[config.mk]
export PLATFORM = sky130hd
export DESIGN_NAME = approx_seq_mult
export DESIGN_NICKNAME = d
export VERILOG_FILES = /design/src/rtl/approx_mult_pkg.sv /design/src/rtl/approx_accum_adder.sv /design/src/rtl/full_adder.sv /design/src/rtl/approx_seq_mult.sv
export SDC_FILE = /design/constraint.sdc
export NUM_CORES = 1
export LEC_CHECK = 0
export ABC_AREA = 1
export ABC_CLOCK_PERIOD_IN_PS = 6250
export BUFFER_PORTS_ARGS = -buffer_cell sky130_fd_sc_hd__clkbuf_2
export CORE_ASPECT_RATIO = 1.5
export CORE_MARGIN = 1.5
export CORE_UTILIZATION = 25
export CTS_BUF_LIST = sky130_fd_sc_hd__clkbuf_8
export CTS_CLUSTER_DIAMETER = 150
export CTS_CLUSTER_SIZE = 10
export DETAILED_ROUTE_END_ITERATION = 10
export PLACE_DENSITY_LB_ADDON = 0.25
export RECOVER_POWER = 50
export SLEW_MARGIN = 20
export SYNTH_ARGS = -nofsm -noshare
export SYNTH_HDL_FRONTEND = slang
export SYNTH_HIERARCHICAL = 1
export SYNTH_SLANG_ARGS = --single-unit
[constraint.sdc]
create_clock -name clk -period 6.25 [get_ports clk]
set_clock_uncertainty 0.05 [all_clocks]
set_input_delay 0.9375 -clock clk [delete_from_list [all_inputs] [get_ports clk]]
set_output_delay 0.9375 -clock clk [all_outputs]
set_load 0.03 [all_outputs]
[src/rtl/approx_mult_pkg.sv]
// Shared types and default sizing for the approximate sequential multiplier.
// Holds the FSM state encoding used by approx_seq_mult.
package approx_mult_pkg;

   localparam int WIDTH_DEF       = 8;
   localparam int APPROX_BITS_DEF = 4;

   typedef enum logic [1:0] {
      IDLE,
      RUN,
      DONE
   } state_e;

endpackage

[src/rtl/approx_accum_adder.sv]
// Approximate accumulator adder: low columns OR-ed without carry,
// upper columns rippled exactly through full_adder cells.
module approx_accum_adder #(
   parameter int WIDTH       = 8,
   parameter int APPROX_BITS = 4
) (
   input  logic [2*WIDTH-1:0] x_i,
   input  logic [2*WIDTH-1:0] y_i,
   output logic [2*WIDTH-1:0] sum_o
);

   localparam int N = 2 * WIDTH;

   logic [N:APPROX_BITS] c;
   logic                 cout_unused;

   assign c[APPROX_BITS] = 1'b0;
   // Carry out of the top column is dropped: product wraps at 2*WIDTH bits.
   assign cout_unused = c[N];

   for (genvar j = 0; j < N; j++) begin : g_col
      if (j < APPROX_BITS) begin : g_or
         assign sum_o[j] = x_i[j] | y_i[j];
      end else begin : g_fa
         full_adder u_fa (
            .a_i(x_i[j]),
            .b_i(y_i[j]),
            .c_i(c[j]),
            .s_o(sum_o[j]),
            .c_o(c[j+1])
         );
      end
   end

endmodule

[src/rtl/full_adder.sv]
// Single-bit full adder cell.
// Basic building block for the exact columns of the accumulator.
module full_adder (
   input  logic a_i,
   input  logic b_i,
   input  logic c_i,
   output logic s_o,
   output logic c_o
);

   assign s_o = a_i ^ b_i ^ c_i;
   assign c_o = (a_i & b_i) | (c_i & (a_i ^ b_i));

endmodule

[src/rtl/approx_seq_mult.sv]
// Shift-and-add unsigned multiplier, one multiplier bit per cycle,
// accumulating through an approximate low-column adder.
module approx_seq_mult
   import approx_mult_pkg::*;
#(
   parameter int WIDTH       = WIDTH_DEF,
   parameter int APPROX_BITS = APPROX_BITS_DEF
) (
   input  logic                 clk,
   input  logic                 rst,
   input  logic                 in_valid,
   output logic                 in_ready,
   input  logic [WIDTH-1:0]     a,
   input  logic [WIDTH-1:0]     b,
   output logic                 out_valid,
   input  logic                 out_ready,
   output logic [2*WIDTH-1:0]   product
);

   localparam int CW = $clog2(WIDTH);

   state_e             state_q, state_d;
   logic [WIDTH-1:0]   a_q, a_d;
   logic [WIDTH-1:0]   b_q, b_d;
   logic [2*WIDTH-1:0] acc_q, acc_d;
   logic [CW-1:0]      cnt_q, cnt_d;

   logic [2*WIDTH-1:0] addend;
   logic [2*WIDTH-1:0] sum;

   assign addend = {{WIDTH{1'b0}}, a_q} << cnt_q;

   approx_accum_adder #(
      .WIDTH(WIDTH),
      .APPROX_BITS(APPROX_BITS)
   ) u_add (
      .x_i(acc_q),
      .y_i(addend),
      .sum_o(sum)
   );

   always_comb begin
      state_d = state_q;
      a_d     = a_q;
      b_d     = b_q;
      acc_d   = acc_q;
      cnt_d   = cnt_q;
      unique case (state_q)
         IDLE: begin
            if (in_valid) begin
               a_d     = a;
               b_d     = b;
               acc_d   = '0;
               cnt_d   = '0;
               state_d = RUN;
            end
         end
         RUN: begin
            if (b_q[cnt_q]) acc_d = sum;
            cnt_d = cnt_q + 1'b1;
            if (cnt_q == CW'(WIDTH - 1)) state_d = DONE;
         end
         DONE: begin
            if (out_ready) state_d = IDLE;
         end
         default: state_d = IDLE;
      endcase
   end

   always_ff @(posedge clk) begin
      if (rst) begin
         state_q <= IDLE;
         a_q     <= '0;
         b_q     <= '0;
         acc_q   <= '0;
         cnt_q   <= '0;
      end else begin
         state_q <= state_d;
         a_q     <= a_d;
         b_q     <= b_d;
         acc_q   <= acc_d;
         cnt_q   <= cnt_d;
      end
   end

   assign in_ready  = (state_q == IDLE);
   assign out_valid = (state_q == DONE);
   assign product   = acc_q;

endmodule

# --- After elaboration in Yosys (flattened, before gate mapping) ---
# Index checks and enable logic that the tools add are counted.
totals:
  ff_bits: 37
  inputBits: 20
  out_inout_bits: 18
classes:
  addsub: 1
  n_lt_le_gt_ge: 1
  eq_ne: 7
  shift: 1
  muxes: 11
  bitwise: 58
  reduce_logical: 6
ops:
  columns: ["cell", "count"]
  rows:
  - ["$mux W16", 2]
  - ["$pmux W16 S2", 1]
  - ["$xor A1 B1 Y1", 23]
  - ["$and A1 B1 Y1", 21]
  - ["$shl A8 B3 Y16", 1]
  - ["$or A1 B1 Y1", 14]
  - ["$mux W2", 3]
  - ["$ne A2 B2 Y1 const B", 3]
  - ["$pmux W2 S3", 1]
  - ["$pmux W3 S2", 1]
  - ["$reduce_and A3 Y1", 2]
  - ["$lt A3 B4 Y1 const B", 1]
  - ["$reduce_and A2 Y1", 2]
  - ["$add A3 B1 Y3 const B", 1]
  - ["$bmux W1 S3", 1]
  - ["$eq A3 B3 Y1 const B", 1]
  - ["$mux W3", 1]
  - ["$eq A2 B1 Y1 const B", 1]
  - ["$eq A2 B2 Y1 const B", 1]
  - ["$logic_not A2 Y1", 1]
  - ["$ne A2 B1 Y1 const B", 1]
  - ["$reduce_bool A2 Y1", 1]
  - ["$mux W1", 1]

# --- Logic depth before layout (Yosys ltp) ---
depth:
  depth_word: 25
  depth_mapped: 22
  mapped_depth_nobuf: 21

# --- Cells and area by module ---
# The synthesis kept the hierarchy.
by_module_without_submodules:
  columns: ["module", "instances", "cells_each", "area_each_um2", "seq_area_each_um2"]
  rows:
  - ["approx_seq_mult", 1, 314, 2064.5, 740.7]
  - ["full_adder", 12, 1, 20.0, 0.0]
  - ["approx_accum_adder", 1, 13, 48.8, 0.0]

# --- Least setup slack after synthesis ---
# No wires, ideal clock.
synth_path:
  path_type: "reg-to-reg"
  from: "register cnt_q[0]"
  to: "register acc_q[15], in the netlist product[15]"
  setup_time_ns: 0.064
  arrival_ns: 5.910
  required_ns: 6.136
  slack_ns: 0.226
  stages_incl_launch_ff: 23
  path_buffers: 1
  cell_sequence: "dfxtp_1 inv_2 buf_6 nand2_1 o21ai_0 o21ai_0 o21ai_0 fa_1 fa_1 fa_1 fa_1 fa_1 fa_1 fa_1 fa_1 fa_1 fa_1 fa_1 fa_1 inv_1 nor2_1 a21oi_1 nor2_1"
synth_between:
  elab_chain_len: 25
  word_cells_on_any_way: 50
synth_lines:
  columns: ["element", "line", "text"]
  rows:
  - ["from (decl)", "approx_seq_mult.sv:26", "logic [CW-1:0] cnt_q, cnt_d;"]
  - ["from (signal assigned)", "approx_seq_mult.sv:82", "cnt_q <= cnt_d;"]
  - ["$shl A8 B3 Y16", "approx_seq_mult.sv:31", "assign addend = {{WIDTH{1'b0}}, a_q} << cnt_q;"]
  - ["named net addend[4]", "approx_seq_mult.sv:28", "logic [2*WIDTH-1:0] addend;"]
  - ["$and A1 B1 Y1", "full_adder.sv:12", "assign c_o = (a_i & b_i) | (c_i & (a_i ^ b_i));"]
  - ["named net u_add.c, one bit", "approx_accum_adder.sv:14", "logic [N:APPROX_BITS] c;"]
  - ["$and A1 B1 Y1", "full_adder.sv:12", null]
  - ["$or A1 B1 Y1", "full_adder.sv:12", null]
  - ["named net u_add.c, one bit", "approx_accum_adder.sv:14", null]
  - ["$and A1 B1 Y1", "full_adder.sv:12", null]
  - ["[1 not listed]", null, null]
  - ["named net u_add.c, one bit", "approx_accum_adder.sv:14", null]
  - ["[2 not listed]", null, null]
  - ["named net u_add.c, one bit", "approx_accum_adder.sv:14", null]
  - ["[2 not listed]", null, null]
  - ["named net u_add.c, one bit", "approx_accum_adder.sv:14", null]
  - ["[2 not listed]", null, null]
  - ["named net u_add.c, one bit", "approx_accum_adder.sv:14", null]
  - ["[2 not listed]", null, null]
  - ["named net u_add.c, one bit", "approx_accum_adder.sv:14", null]
  - ["[2 not listed]", null, null]
  - ["named net u_add.c, one bit", "approx_accum_adder.sv:14", null]
  - ["[2 not listed]", null, null]
  - ["named net u_add.c, one bit", "approx_accum_adder.sv:14", null]
  - ["[2 not listed]", null, null]
  - ["named net u_add.c, one bit", "approx_accum_adder.sv:14", null]
  - ["$and A1 B1 Y1", "full_adder.sv:12", null]
  - ["$or A1 B1 Y1", "full_adder.sv:12", null]
  - ["named net u_add.c, one bit", "approx_accum_adder.sv:14", null]
  - ["$xor A1 B1 Y1", "full_adder.sv:11", "assign s_o = a_i ^ b_i ^ c_i;"]
  - ["named net sum[15]", "approx_seq_mult.sv:29", "logic [2*WIDTH-1:0] sum;"]
  - ["$mux W16", "approx_seq_mult.sv:59", "if (b_q[cnt_q]) acc_d = sum;"]
  - ["$pmux W16 S2", "approx_seq_mult.sv:48", "unique case (state_q)"]
  - ["to (signal assigned)", "approx_seq_mult.sv:75", "acc_q <= '0;"]
  - ["to (signal assigned)", "approx_seq_mult.sv:81", "acc_q <= acc_d;"]
  - ["to (decl)", "approx_seq_mult.sv:25", "logic [2*WIDTH-1:0] acc_q, acc_d;"]
# The timed path passes the listed nets, and every way through them passes these cells. The select of a mux whose other input is x is not followed.
# A chain may end at the register's enable or synchronous reset.

# --- Worst setup path in the final report ---
# Ends and elaborated chain as after synthesis.

==> flow_metrics.py <==
metrics = {
    "status": {
        "status": "complete, no violations",
    },
    "clocking": {
        "worstSkewPairLatency_ps": 300,
        "cts_made_buffers": 5,
        "cts.sinks": 37,
        "cts_tree": "done",
        "clk_transition_reported_paths_ps": 80,
        "cts-root-buf": "clkbuf_8",
        "cts-htree-levels": 2,
        "clk_path_buf_depth": 2,
    },
    "worst_setup_path": {
        "worstSetupEndpointType": "register",
        "path_class": "reg2reg",
        "crit_slowest_cell": "fa_1",
        "critPathArrivalTime_ps": 6150,
        "cpMostUsedCell": "fa_1",
        "cp_top_family": "adder cells",
        "cp.required_ps": 6440,
        "cp_max_fo": 6,
        "critical_path.cell_chain": "inv_2 -> nand2_1 -> o21ai_0 -> o21ai_1 -> o21ai_2 -> fa_2 -> fa_1 -> fa_2 -> fa_1 -> fa_2 -> fa_1 -> fa_1 -> fa_1 -> fa_1 -> fa_1 -> fa_1 -> fa_1 -> inv_1 -> nor2_1 -> a21oi_1 -> nor2_1",
        "max_stage_delay_ps": 490,
        "cp-start-kind": "register",
        "path_buf_inv": 2,
    },
    "logic_synthesis": {
        "synth_area_leaders": "dfxtp_1 31%, fa_1 10%, nor2_1 9.4%, nand2_1 8.8%, inv_1 8.6%",
        "synth_seq_cells": 37,
        "synth_edf_count": 0,
        "synth.most_common_cell": "nor2_1",
        "yosysUniqueCellTypes": 26,
        "yosysWarningCount": 6,
        "synth_nets": 373,
        "yosysTopAreaCell": "dfxtp_1",
        "synth_cells": 339,
        "synth_area_mm2": 0.00235,
        "synthDominantCellAreaShare_pct": 31.5,
        "synth_commonest_cells": "59 x nor2_1, 55 x nand2_1, 54 x inv_1",
        "synth_flop_cell": "dfxtp_1",
        "async_flop_share_pct": 0,
        "avgSynthCellArea_um2": 6.94,
        "seq_area_frac_synth_pct": 31.5,
    },
    "timing": {
        "tightest_slew_ps": 943,
        "final_hold_viol_count": 0,
        "post-route-min-period_ps": 5970,
        "max_slew_margin_pct": 37.1,
        "rsz0062_at_grt": "false",
        "fmax_mhz": 168,
        "finalCritPeriodShare_pct": 95.4,
        "setup_violations": 0,
        "drv_slew": 0,
    },
    "grt": {
        "grt_pass1_vias": 2039,
        "grt_max_degree": 34,
        "antenna_found_initial": 0,
        "track_usage_pct": 12.4,
        "grt_overflow": 0,
        "grt_pass1_wl_mm": 9.57,
    },
    "detailed_routing": {
        "wl_per_cell_um": 11.5,
        "top_layer_used": "met4",
        "drt_wl_total_mm": 5.58,
        "drt_iter0_markers": 117,
        "wl_met3_um": 209,
        "drtAntennaViolNets": 0,
        "via_count": 2116,
        "dr.pass1.iters": 6,
        "drcViolationCount": 0,
        "via_per_inst": 4.35,
        "dr_wl_met2_mm": 2.94,
        "wl_met1_mm": 2.27,
    },
    "layout": {
        "multiInputGateArea_mm2": 0.00129,
        "layout.area.seq_um2": 744,
        "final_nets": 407,
        "syn2layout_area_growth_pct": 16.3,
        "layout-drive-gt1-share_pct": 15.2,
        "antenna_cells": 0,
        "utilization_pct": 29.7,
        "post_layout_nonfiller_instances": 486,
        "n_fill_cell": 1039,
    },
    "floorplan": {
        "coreArea_mm2": 0.00920,
        "die_x_um": 82.2,
        "placementRows": 43,
        "die_h_um": 122,
        "die-area_mm2": 0.0100,
        "start_util_pct": 25.6,
        "pin_count": 38,
    },
    "place": {
        "io_buffers": 37,
        "gp_congestion": 0.812,
        "placedCellCount": 477,
        "hpwl_mm": 4.26,
    },
    "power_and_ir_drop": {
        "power.density_mw_per_mm2": 240,
        "p_leak_nw": 1.26,
        "peakVddDrop_mv": 0.0773,
        "finalPower_mw": 0.656,
    },
    "worst_hold_path": {
        "min_path_type": "reg2reg",
    },
    "flow_run": {
        "cap_violations": 0,
    },
}
## final cells by class
class	instances	share of cell area [%]
flip-flops and latches	37	27.2
repair buffers	46	8.41
well taps	112	5.12
clock buffers	5	2.51
clock inverters	3	1.69
multi-input cells	226	47.2
inverters	57	7.82
## metal layers
metal,global-route usage (%),vias up
li1,-,1109
met1,14.6,947
met2,21.7,49
met3,1.95,11
met4,5.30,0
met5,0,-
## worst paths after layout
kind	depth (start not counted)	slack (ps)	endpoint	startpoint
setup / recovery	21	280	product[15]	cnt_q[0]
setup reg to reg	21	280	product[15]	cnt_q[0]
hold reg to reg	2	410	b_q[0]	b_q[0]
hold / removal	2	410	b_q[0]	b_q[0]
## placed cells by master (no fill, tap or decap), types with 2 or more instances in the layout
master / count
nor2_1: 59
inv_1: 54
nand2_1: 54
dfxtp_1: 36
a21oi_1: 27
o21ai_0: 26
nand3_1: 20
clkbuf_2: 19
clkbuf_1: 18
nand3_2: 10
buf_4: 9
fa_1: 9
clkbuf_8: 5
mux2i_1: 3
fa_2: 3
inv_2: 2
nor3_1: 2
ha_1: 2
conb_1: 2
## worst min-delay path, stage by stage, from the launching register on
cell,delay (ps)
dfxtp_1,300
inv_1,60
a21oi_1,50
## report_power, final
group	leakage (nW)	switching [mW]	internal (mW)
Sequential	0.306	0.0170	0.256
Combinational	0.899	0.107	0.0581
Clock	0.0543	0.0985	0.120
## logic make-up (layout without fill, tap and decap cells)
family                   count (synthesis)  after routing  synth area share, %
AO/OA/AOI/OAI                           58             58                 12.9
adder cells (fa/ha/maj)                 14             14                 11.3
buffers and inverters                   76            111                 14.0
flip-flops                              37             37                 31.5
multiplexers                             3              3                 1.28
other                                    2              2                0.319
AND/OR/NAND/NOR                        149            149                 28.8
## what timing repair did
action | 4_1_cts | 5_1_grt
setup endpoints to repair | 1 | 1
hold buffers | 0 | 0
pin swaps | 0 | 1
buffers inserted | 0 | 1
resized for setup | 1 | 7
## flip-flops by register name, indices dropped and copies added (netlist names)
name,count
state_q,2
b_q,8
cnt_q,3
a_q,8
product,16
## metrics by stage
| step | hold slack (ps) | TNS, ps | instance area (µm²) | setup WS, ps |
|---|---|---|---|---|
| 2_1_floorplan | 374 | 0 | 2350 | 226 |
| 3_3_place_gp | 403 | 0 | 2630 | 118 |
| 3_5_place_dp | 402 | -18.7 | 2630 | -18.7 |
| 4_1_cts | 416 | 0 | 2740 | 20.5 |
| 5_1_grt | 429 | 0 | 2740 | 13.9 |
| 6_report | 413 | 0 | 2740 | 285 |
(Power assumes the default switching activity.)
